**src/rtl/mult_pkg.sv**
```systemverilog
// Shared types and defaults for the sequential shift-add multiply-accumulate.
package mult_pkg;

   localparam int MULT_WIDTH = 32;

   typedef enum logic [1:0] {
      IDLE = 2'd0,
      RUN  = 2'd1,
      DONE = 2'd2
   } mult_state_t;

endpackage

```
**src/rtl/shift_add_multiplier.sv**
```systemverilog
// product = multiplicand * multiplier + addend, one multiplier bit per clk; done WIDTH edges after accept.
// start is ignored while busy; back-to-back ops are accepted from DONE, giving one op per WIDTH+1 cycles.
module shift_add_multiplier
   import mult_pkg::*;
#(
   parameter int WIDTH = MULT_WIDTH
) (
   input  logic             clk,
   input  logic             rst_n,
   input  logic             start,
   input  logic [WIDTH-1:0] multiplicand,
   input  logic [WIDTH-1:0] multiplier,
   input  logic [WIDTH-1:0] addend,
   output logic             busy,
   output logic             done,
   output logic [WIDTH-1:0] product,
   output logic             overflow
);

   localparam int CNT_W = $clog2(WIDTH) + 1;

   mult_state_t        state;
   logic [2*WIDTH-1:0] a_reg;
   logic [WIDTH-1:0]   b_reg;
   logic [2*WIDTH-1:0] acc;
   logic [2*WIDTH-1:0] acc_next;
   logic [CNT_W-1:0]   cnt;

   // 2*WIDTH accumulator cannot wrap: (2^W-1)^2 + (2^W-1) < 2^(2W).
   always_comb begin
      acc_next = acc;
      if (b_reg[0]) begin
         acc_next = acc + a_reg;
      end
   end

   always_ff @(posedge clk) begin
      if (!rst_n) begin
         state    <= IDLE;
         a_reg    <= '0;
         b_reg    <= '0;
         acc      <= '0;
         cnt      <= '0;
         busy     <= 1'b0;
         done     <= 1'b0;
         product  <= '0;
         overflow <= 1'b0;
      end else begin
         done <= 1'b0;
         case (state)
            IDLE, DONE: begin
               if (start) begin
                  a_reg <= {{WIDTH{1'b0}}, multiplicand};
                  b_reg <= multiplier;
                  acc   <= {{WIDTH{1'b0}}, addend};
                  cnt   <= '0;
                  busy  <= 1'b1;
                  state <= RUN;
               end else begin
                  state <= IDLE;
               end
            end
            RUN: begin
               acc   <= acc_next;
               a_reg <= a_reg << 1;
               b_reg <= b_reg >> 1;
               cnt   <= cnt + CNT_W'(1);
               // Fixed latency: no early exit once the remaining multiplier bits are zero.
               if (cnt == CNT_W'(WIDTH - 1)) begin
                  product  <= acc_next[WIDTH-1:0];
                  overflow <= |acc_next[2*WIDTH-1:WIDTH];
                  busy     <= 1'b0;
                  done     <= 1'b1;
                  state    <= DONE;
               end
            end
            default: begin
               state <= IDLE;
               busy  <= 1'b0;
            end
         endcase
      end
   end

endmodule

```
**config.mk**
```make
export PLATFORM = sky130hd
export DESIGN_NAME = shift_add_multiplier
export DESIGN_NICKNAME = d
export VERILOG_FILES = /design/src/rtl/mult_pkg.sv /design/src/rtl/shift_add_multiplier.sv
export SDC_FILE = /design/constraint.sdc
export NUM_CORES = 1
export LEC_CHECK = 0
export ABC_AREA = 1
export BUFFER_PORTS_ARGS = -buffer_cell sky130_fd_sc_hd__clkbuf_2
export CAP_MARGIN = 25
export CORE_MARGIN = 2
export CORE_UTILIZATION = 24
export DETAILED_ROUTE_END_ITERATION = 6
export PLACE_DENSITY_LB_ADDON = 0.1
export SETUP_SLACK_MARGIN = 0.4
export SYNTH_ARGS = -nofsm -noshare
export SYNTH_HDL_FRONTEND = slang
export SYNTH_SLANG_ARGS = --single-unit
```
**constraint.sdc**
```tcl
create_clock -name clk -period 5.1 [get_ports clk]
set_clock_uncertainty 0.15 [all_clocks]
set_input_delay 1.02 -clock clk [delete_from_list [all_inputs] [get_ports clk]]
set_output_delay 1.02 -clock clk [all_outputs]
set_load 0.01 [all_outputs]
```
==> results of run 1 <==
worst reg2reg max path, cell delays in order, from the launching register on:
cell      delay, ns
dfxtp_1        0.33
ha_1           0.27
fa_1           0.48
nand3_1        0.13
nand3_2        0.17
nand2_1        0.11
nand2_1        0.11
nand2_1        0.10
nand3b_1       0.24
nand2_1        0.25
nand2_1        0.07
nand2_1        0.06
nand3_1        0.09
nand2_1        0.09
nand2_1        0.06
nor2_1         0.25
nand2_1        0.09
nor2_1         0.14
a21oi_1        0.08
metal layers:
layer | vias to the layer above | share of wire, % | track usage [%]
li1 | 7789 | - | -
met1 | 6895 | 50 | 25.86
met2 | 313 | 44 | 29.10
met3 | 48 | 4.7 | 2.498
met4 | 0 | 1.8 | 3.505
met5 | - | 0 | 0
worst min-delay path by stage:
stage,startpoint,end,depth (start not counted)
finish,state[0]$_SDFFE_PN0P_,busy$_SDFFE_PN0P_,1
CTS,state[0]$_SDFFE_PN0P_,busy$_SDFFE_PN0P_,1
floorplan,state[0]$_SDFFE_PN0P_,busy$_SDFFE_PN0P_,1
global route,state[0]$_SDFFE_PN0P_,busy$_SDFFE_PN0P_,1
detailed placement,state[0]$_SDFFE_PN0P_,busy$_SDFFE_PN0P_,1
global placement,state[0]$_SDFFE_PN0P_,busy$_SDFFE_PN0P_,1
where the power goes:
group,leakage (nW),internal (W),switching [W]
combinational,5.58,0.000219,0.000431
sequential,1.65,0.00165,0.0000589
clock,0.465,0.00119,0.000816
kinds of logic after synthesis:
kind of cell    count (synthesis)  share of synthesized area [%]
xor+xnor                       30                          1.842
fa+ha+maj                      65                          5.753
flops                         203                          28.48
simple gates                 1398                          40.65
buf+inv                       431                          11.36
compound gates                307                          11.92
per-stage QoR:
step                power [W]  area (um2)  setup WS, ns  cells
floorplan            0.002168       14270         2.681   2434
global placement     0.002407       15690         1.634   3265
detailed placement   0.002407       15690         1.686   3265
CTS                  0.004452       16630         1.671   3314
global route         0.004596       16630         1.357   3314
finish               0.004370       16630         1.699   3314
cells in the final DEF, fill, tap and decap left out, types with 2 or more instances in the layout:
cell type   synthesis  routed
nand3_1           138     138
clkbuf_2            0     133
clkbuf_8            0       6
nand2_2            12      12
o21ai_0            73      73
nand2_1          1019    1019
a211oi_1            2       2
nor3_2              6       6
xnor2_1            30      30
bufinv_16           0       2
a21oi_1           120     120
clkinvlp_4          0       2
nand4_1            13      13
a22oi_1             3       3
ha_1               64      64
nor2_1            110     109
dfxtp_1           203     202
clkbuf_16           0      28
nor2_2             18      18
nand3b_1            2       2
clkinv_2            0       9
inv_6               0       2
nand3_2             7       7
a221oi_1            3       3
buf_4               0       9
a31oi_1            91      91
inv_1             334     334
or2_2              36      36
inv_2              11       9
nor4_1              2       2
or2_1              19      19
nor3_1             12      12
nor2_4              3       4
o21bai_1            7       7
o21ai_1             5       5
final cells by class:
class | count | share of cell area [%]
flip-flops and latches | 203 | 24.46
clock inverters | 14 | 0.9256
multi-input cells | 1800 | 51.67
clock buffers | 35 | 4.733
well taps | 773 | 5.817
inverters | 346 | 7.864
repair buffers | 143 | 4.530
==> metrics.txt, run 1 <==
initial antenna violation count 1; ant diodes 0; number of global-route vias before repair 14790; Core Region 58910 um2; PD cells 262.8 nW/um2; Gate Count Post-Synth 2434; crit path capture overflow$_SDFFE_PN0P_; Layout Nets around 2700; Resized Gates After CTS 0; Yosys reg bits 203; cell taking the most area after synthesis dfxtp_1; I/O Buffers 133; Pre-Repair DR Iteration Count 5; largest net degree at the start of global routing 75; CTS tree yes; Slowest-stage cell, CP fa_1; syn_area_per_cell 5.862 um2; first-pass GRT wire length 86370 um; CP endpoint kind flip-flop; ratio of cells with drive above 1 in the final layout a little under an eighth; clock period minus final worst setup slack 3.401 ns; setup TNS 0 ns; Tcrit/Tclk final 66.69%; post-route ant nets 0; final setup vio count 0; unrepaired setup endpoints after global routing no; clk_lat worst skew 0.59 ns; Die ar. about 61000 um2; # H-tree levels 1; Final Max Slew Viols 0; Storage cell area a little over 4000 um2; CP Data Required Time 5.41 ns; routed len/inst 16.71 um; Seq/Total Area, Yosys 28.48%; crit-path max FO 5; IO Count 134; dpl hpwl 43210 um; most common cell in the netlist nand2_1; # rows 89; Initial Util 24.22%; register-to-register setup slack 1.70 ns; status completed; cell mode on critical path nand2_1; CTS Buffer Depth 3; Crit path depth 18; gr ovfl total 0; worst flop-to-flop path endpoint overflow$_SDFFE_PN0P_; Yosys Warn Count 0; hold_buf cts 0; Arrival @ worst endpoint 3.71 ns; crit-path max cell delay about 0.48 ns; ys flop type dfxtp_1; FFs w/ async S/R, synth 0%; hold_ws around 0.29 ns; Net Count, Synth around 2600; cells along the critical path ha_1, fa_1, nand3_1, nand3_2, nand2_1, nand2_1, nand2_1, nand3b_1, nand2_1, nand2_1, nand2_1, nand3_1, nand2_1, nand2_1, nor2_1, nand2_1, nor2_1, a21oi_1; total clock sinks 203; Chip Width roughly 250 um; postcts setup bufs 0; Critical path origin a_reg[0]$_SDFFE_PN0P_; Setup Crit Path Kind reg2reg; Initial DRC Count 846; WL final 55370 um; EDFF count, synth 0; Worst R2R Start a_reg[0]$_SDFFE_PN0P_; max-cap viol count 0; vias per inst ~4.5; multi-input logic area 8591 um2; worst hold-check path type reg2reg; R2R cell count 18; vias after detailed routing 15045; Netlist cell types 36; filler cell count a little under 7000; final hold vios 0; # DRC 0; CTS Root Cell clkbuf_16; Peak Freq ~290 MHz; Worst Max-Slew Pin Slew 0.8790 ns; area delta synth->final 16.54%; Synth top area share roughly 28%; family with the most delay on the worst path simple AND/OR/NAND/NOR gates; Leakage Power 7.701 nW; synth top area cells dfxtp_1 28%, nand2_1 27%, inv_1 8.8%, ha_1 5.6%, nand3_1 4.8%; Placer Congestion 0.9010; clk slew on worst S/H paths 0.06 ns; slew margin rel. roughly 41%; Die Ht 247.8 um; fin util 28.23%; crit path launch type flip-flop; top cells by count, synth 1019 x nand2_1, 334 x inv_1, 203 x dfxtp_1, 138 x nand3_1, 120 x a21oi_1; Max VDD drop 0.2112 mV; Syn Std Cell Area 14270 um2; GRT Total Usage a little under a fifth; CTS Buf Count 28; WP buf/inv 0
Note: power is estimated with default switching activity, not from simulation.
==> inputs of run 2 (changes only) <==
Clock period 5.1 ns to 3.55 ns, I/O delays scaled along.
==> metrics.txt, run 2 (same netlist as run 1, synthesis figures left out) <==
status completed; GRT met3 Usage 2.130%; GRT Total Usage 18.58%; family with the most delay on the worst path simple AND/OR/NAND/NOR gates; Setup Crit Path Kind reg2reg; total clock sinks 203; PD cells 368.0 nW/um2; Pre-Repair DR Iteration Count 5; Cells after DPL 3278; register-to-register setup slack 0.52 ns; placed instance area 15810 um2; crit-path max cell delay 0.37 ns; # DRC 0; largest net degree at the start of global routing 168; clk slew on worst S/H paths 0.07 ns; worst flop-to-flop path endpoint overflow$_SDFFE_PN0P_; most used routing layer met2; clk_lat worst skew ~0.58 ns; CTS Root Cell clkbuf_16; final setup vio count 0; final instance area 17000 um2; cell mode on critical path nand2_1; Peak Freq 329.6 MHz; crit path launch type flip-flop; Crit path depth 17; Sw Ratio ~30%; fin util between 20 and 30%; area delta synth->final 19.14%; Die ar. 61410 um2; Tcrit/Tclk final 85.46%; routed len/inst between 15 and 20 um; crit-path max FO 4; Clk pwr share 45.0%; ratio of cells with drive above 1 in the final layout 14.18%; CTS tree yes; Final Max Slew Viols 0; Die Ht 247.8 um; Max VDD drop 0.3356 mV; unrepaired setup endpoints after global routing no; final hold vios 0; dpl hpwl 44720 um; P_int 0.004385 W; Storage cell area roughly 4000 um2; Psw 0.001870 W; Layout Nets 2701; Core Region 58910 um2; Cell Count, Final, Fillers Out 3326; Initial DRC Count 811; multi-input logic area about 8900 um2; Arrival @ worst endpoint roughly 3.4 ns; IO Count 134; worst hold-check path type in2reg; first-pass GRT wire length 87660 um; Slowest-stage cell, CP fa_2; Chip Width 247.8 um; ant diodes 0; R2R cell count 17; I/O Buffers 133; cells along the critical path ha_4, fa_2, buf_4, nand3_1, nand3_2, nand2_1, nand2_2, nand2_1, nand3_1, nand2_1, nand3_2, nand2_1, nand2_1, nor2_1, nand2_1, nor2_2, a21oi_1; Initial Util 24.22%; CP endpoint kind flip-flop; slew margin rel. 38.96%; Reg power frac 39.5%; Worst Max-Slew Pin Slew ~0.9 ns; setup TNS 0 ns; grt met1 use 26.15%; crit path capture overflow$_SDFFE_PN0P_; Leakage Power 7.825 nW; Gate power share 15.5%; filler cell count 6699; # H-tree levels 1; hold_buf cts 0; leading cell types in the layout, fill and taps excluded 998 x nand2_1, 334 x inv_1, 201 x dfxtp_1, 134 x nand3_1, 133 x clkbuf_2; Placer Congestion 0.8797; CTS Buffer Depth 3; gr ovfl total 0; # rows 89; WP buf/inv 1; Worst R2R Start a_reg[0]$_SDFFE_PN0P_; commonest non-fill, non-tap cell in the layout nand2_1; vias after detailed routing about 15000; initial antenna violation count 1; Critical path origin a_reg[0]$_SDFFE_PN0P_; max-cap viol count 0; CP Data Required Time 3.86 ns; WL final about 57000 um; vias per inst 4.548; met2 usage 30.17%; number of global-route vias before repair about 15000; post-route ant nets 0; CTS Buf Count 27; clock period minus final worst setup slack 3.034 ns
## run 2: cell type report
cell class              count  area share, %
multi-input cells        1800          52.20
flip-flops and latches    203          23.94
inverters                 346          7.692
well taps                 773          5.690
repair buffers            159          5.285
clock buffers              35          4.335
clock inverters            10         0.8612
## run 2: layer usage
metal  vias up  routed length, um
met5         -                  0
met4         0               1182
met3        59               2235
met2       254              25450
met1      6985              28430
li1       7830                  -
## run 2: stage by stage
step	hold WS, ns	worst slack [ns]	total power [W]
floorplan	0.2658	1.131	0.003115
global placement	0.2820	-0.1256	0.003481
detailed placement	0.2928	-0.01699	0.003481
CTS	0.2019	0.4001	0.006344
global route	0.2180	0.3951	0.006567
finish	0.2362	0.5160	0.006255
## run 2: power by group through the flow
stage | Sequential (W) | Clock [W] | Combinational (W)
global route | 0.00248 | 0.00299 | 0.00109
detailed placement | 0.00252 | 0 | 0.000965
CTS | 0.00247 | 0.00290 | 0.000973
finish | 0.00247 | 0.00282 | 0.000971
floorplan | 0.00247 | 0 | 0.000640
global placement | 0.00251 | 0 | 0.000967
## run 2: worst min-delay path by stage
stage / start / end / slack [ns] / cells after the start
final: multiplier[31] / b_reg[31]$_SDFFE_PN0P_ / 0.24 / 3
after global routing: multiplier[21] / b_reg[21]$_SDFFE_PN0P_ / 0.22 / 3
after CTS: multiplier[31] / b_reg[31]$_SDFFE_PN0P_ / 0.20 / 3
after detailed placement: state[0]$_SDFFE_PN0P_ / busy$_SDFFE_PN0P_ / 0.29 / 1
after global placement: state[0]$_SDFFE_PN0P_ / busy$_SDFFE_PN0P_ / 0.28 / 1
after floorplan: state[0]$_SDFFE_PN0P_ / busy$_SDFFE_PN0P_ / 0.27 / 1
## run 2: tightest hold or removal path, delay by kind of cell
kind	cells	cell delay [ns]
AND/OR/NAND/NOR	1	0.06
buffers and inverters	1	0.08
AO/OA/AOI/OAI	1	0.06
## run 2: what timing repair did
item                                   CTS  global route
setup endpoints to repair                1             1
pin swaps                                2             5
endpoints found under the hold margin    0             0
gates resized for setup                 21            60
setup buffers                            1             2
==> inputs of run 3 (changes only) <==
Settings changed: ABC_AREA 1 to unset.
==> metrics.txt, run 3 <==
status complete, but fails checks; failing checks setup timing; Critical path origin a_reg[1]$_SDFFE_PN0P_; vias per inst 4.973; # rows 84; worst hold-check path type in2reg; final worst setup slack -0.1480 ns; Cells after DPL 2698; Net Count, Synth 1795; Placer Congestion 0.8768; Crit path depth 15; Pre-Repair DR Iteration Count 5; Max VDD drop 0.3145 mV; top cells by count, synth 249 x nor2_1, 203 x dfxtp_1, 175 x a21oi_1, 170 x nand2_1, 107 x a22oi_1; Slowest-stage cell, CP or4_4; register-to-register setup slack -0.15 ns; Setup Crit Path Kind reg2reg; Yosys Warn Count 0; crit path launch type flip-flop; Cell Count, Final, Fillers Out 2776; Seq/Total Area, Yosys 31.89%; clock period minus final worst setup slack 3.698 ns; Arrival @ worst endpoint 4.01 ns; first-pass GRT wire length 80490 um; Initial DRC Count 812; area delta synth->final 48.33%; total clock sinks about 200; ratio of cells with drive above 1 in the final layout 37.79%; initial antenna violation count 5; # DRC 0; Syn Std Cell Area between 10000 and 15000 um2; GRT Total Usage 18.78%; crit path capture overflow$_SDFFE_PN0P_; commonest non-fill, non-tap cell in the layout buf_4; Leakage Power around 7.6 nW; CTS Buf Count 27; Core Region 52550 um2; largest net degree at the start of global routing 108; Tcrit/Tclk final 104.2%; crit-path max FO 4; Synth top area share between 30% and 40%; clk slew on worst S/H paths roughly 0.060 ns; Final Max Slew Viols 0; syn_area_per_cell 7.814 um2; clk_lat worst skew 0.58 ns; WP buf/inv 2; gr ovfl total 0; slew margin rel. 37.59%; dpl hpwl 38660 um; WL final 52900 um; cells along the critical path buf_6, fa_2, a211oi_2, o21ai_4, buf_6, nand4_4, a21oi_4, o211a_1, or4_4, a31oi_4, nand4_1, a2111o_1, nor4b_2, nor4bb_2, a31oi_1; cell mode on critical path buf_6; Worst Max-Slew Pin Slew 0.9327 ns; FFs w/ async S/R, synth 0%; Gate Count Post-Synth 1631; Netlist cell types 91; IO Count about 130; most common cell in the netlist nor2_1; filler cell count 5586; dpl ws -0.3259 ns; Initial Util 24.25%; Hold Crit Depth 3; synth top area cells dfxtp_1 32%, nor2_1 7.3%, a21oi_1 6.9%, a22oi_1 6.3%, ha_1 6.3%; cell taking the most area after synthesis dfxtp_1; CTS Root Cell clkbuf_16; final hold vios 0; CTS Buffer Depth 3; R2R cell count 15; ys flop type dfxtp_1; number of global-route vias before repair 13750; leading cell types in the layout, fill and taps excluded 369 x buf_4, 241 x nor2_1, 188 x dfxtp_1, 164 x nand2_1, 144 x a21oi_1; ant diodes 0; crit-path max cell delay around 0.43 ns; vias after detailed routing 13804; CP endpoint kind flip-flop; max-cap viol count 0; Layout Nets 2231; routed len/inst between 15 and 20 um; unrepaired setup endpoints after global routing yes; # H-tree levels 1; PD cells approximately 340 nW/um2; post-route ant nets 0; Power Total 0.006434 W; Die ar. 54960 um2; worst flop-to-flop path endpoint overflow$_SDFFE_PN0P_; final setup vio count 1; CTS tree yes; I/O Buffers 133; family with the most delay on the worst path compound AO/OA/AOI/OAI gates; Die Ht 234.4 um; Worst R2R Start a_reg[1]$_SDFFE_PN0P_; Yosys reg bits 203; Peak Freq 270.4 MHz; Chip Width 234.4 um; EDFF count, synth 0; CP Data Required Time 3.86 ns
run 3: report_power, final:
group / total (W) / internal (W) / leakage (nW) / switching (W)
Sequential: 0.00244 / 0.00237 / 1.66 / 0.0000730
Combinational: 0.00119 / 0.000536 / 5.53 / 0.000656
Clock: 0.00280 / 0.00166 / 0.445 / 0.00115
run 3: cell families (layout without fill, tap and decap cells):
| kind of cell | after synthesis | count (layout) | share of synthesized area (%) |
|---|---|---|---|
| adders and majority gates | 65 | 65 | 6.440 |
| and+or+nand+nor | 576 | 576 | 20.14 |
| AOI/OAI and AO/OA | 567 | 567 | 30.44 |
| buffers and inverters | 137 | 594 | 4.987 |
| DFF | 203 | 203 | 31.89 |
| xor gates and xnor gates | 49 | 49 | 3.367 |
| muxes | 34 | 34 | 2.739 |
run 3: cell type report:
type / count / area [um2] / share of cell area (%)
Clock inverter: 13 / 138.9 / 0.7347
Clock buffer: 37 / 763.2 / 4.037
Sequential cell: 203 / 4090 / 21.64
Multi-Input combinational cell: 1291 / 9174 / 48.53
Timing Repair Buffer: 531 / 3824 / 20.23
Tap cell: 688 / 860.8 / 4.554
Inverter: 13 / 53.80 / 0.2846
run 3: tightest hold or removal path: stages:
cell and delay (ns):
clkbuf_2 0.08, a221oi_1 0.06, nor2_1 0.07
run 3: metrics by stage:
step | hold WS, ns | utilization (%) | TNS (ns) | cell area (um2)
after floorplan | 0.2868 | - | 0 | 12760
after global placement | 0.2931 | 31.60 | -0.7417 | 16610
after detailed placement | 0.2978 | 31.60 | -0.8037 | 16610
after CTS | 0.1940 | 34.41 | -0.1603 | 18080
after global routing | 0.2203 | 35.97 | -0.3154 | 18900
final | 0.2253 | 35.97 | -0.1480 | 18900
run 3: layer usage:
| layer | global-route usage (%) | share of wire [%] | vias up |
|---|---|---|---|
| met4 | 4.658 | 2.3 | 6 |
| li1 | - | - | 6890 |
| met3 | 2.992 | 4.5 | 73 |
| met5 | 0 | 0.066 | - |
| met1 | 25.19 | 46 | 6575 |
| met2 | 31.38 | 47 | 260 |
run 3: repair_timing:
action	CTS	global route
setup endpoints to repair	27	38
setup buffers	12	16
hold buffers	0	0
resized for setup	97	136
pin swaps	28	42
run 3: worst min path at each step:
stage | start | end | slack [ns]
after floorplan | b_reg[10]$_SDFFE_PN0P_ | b_reg[10]$_SDFFE_PN0P_ | 0.29
after global placement | b_reg[2]$_SDFFE_PN0P_ | b_reg[2]$_SDFFE_PN0P_ | 0.29
after detailed placement | b_reg[2]$_SDFFE_PN0P_ | b_reg[2]$_SDFFE_PN0P_ | 0.30
after CTS | addend[7] | acc[7]$_SDFFE_PN0P_ | 0.19
after global routing | addend[3] | acc[3]$_SDFFE_PN0P_ | 0.22
final | addend[7] | acc[7]$_SDFFE_PN0P_ | 0.23
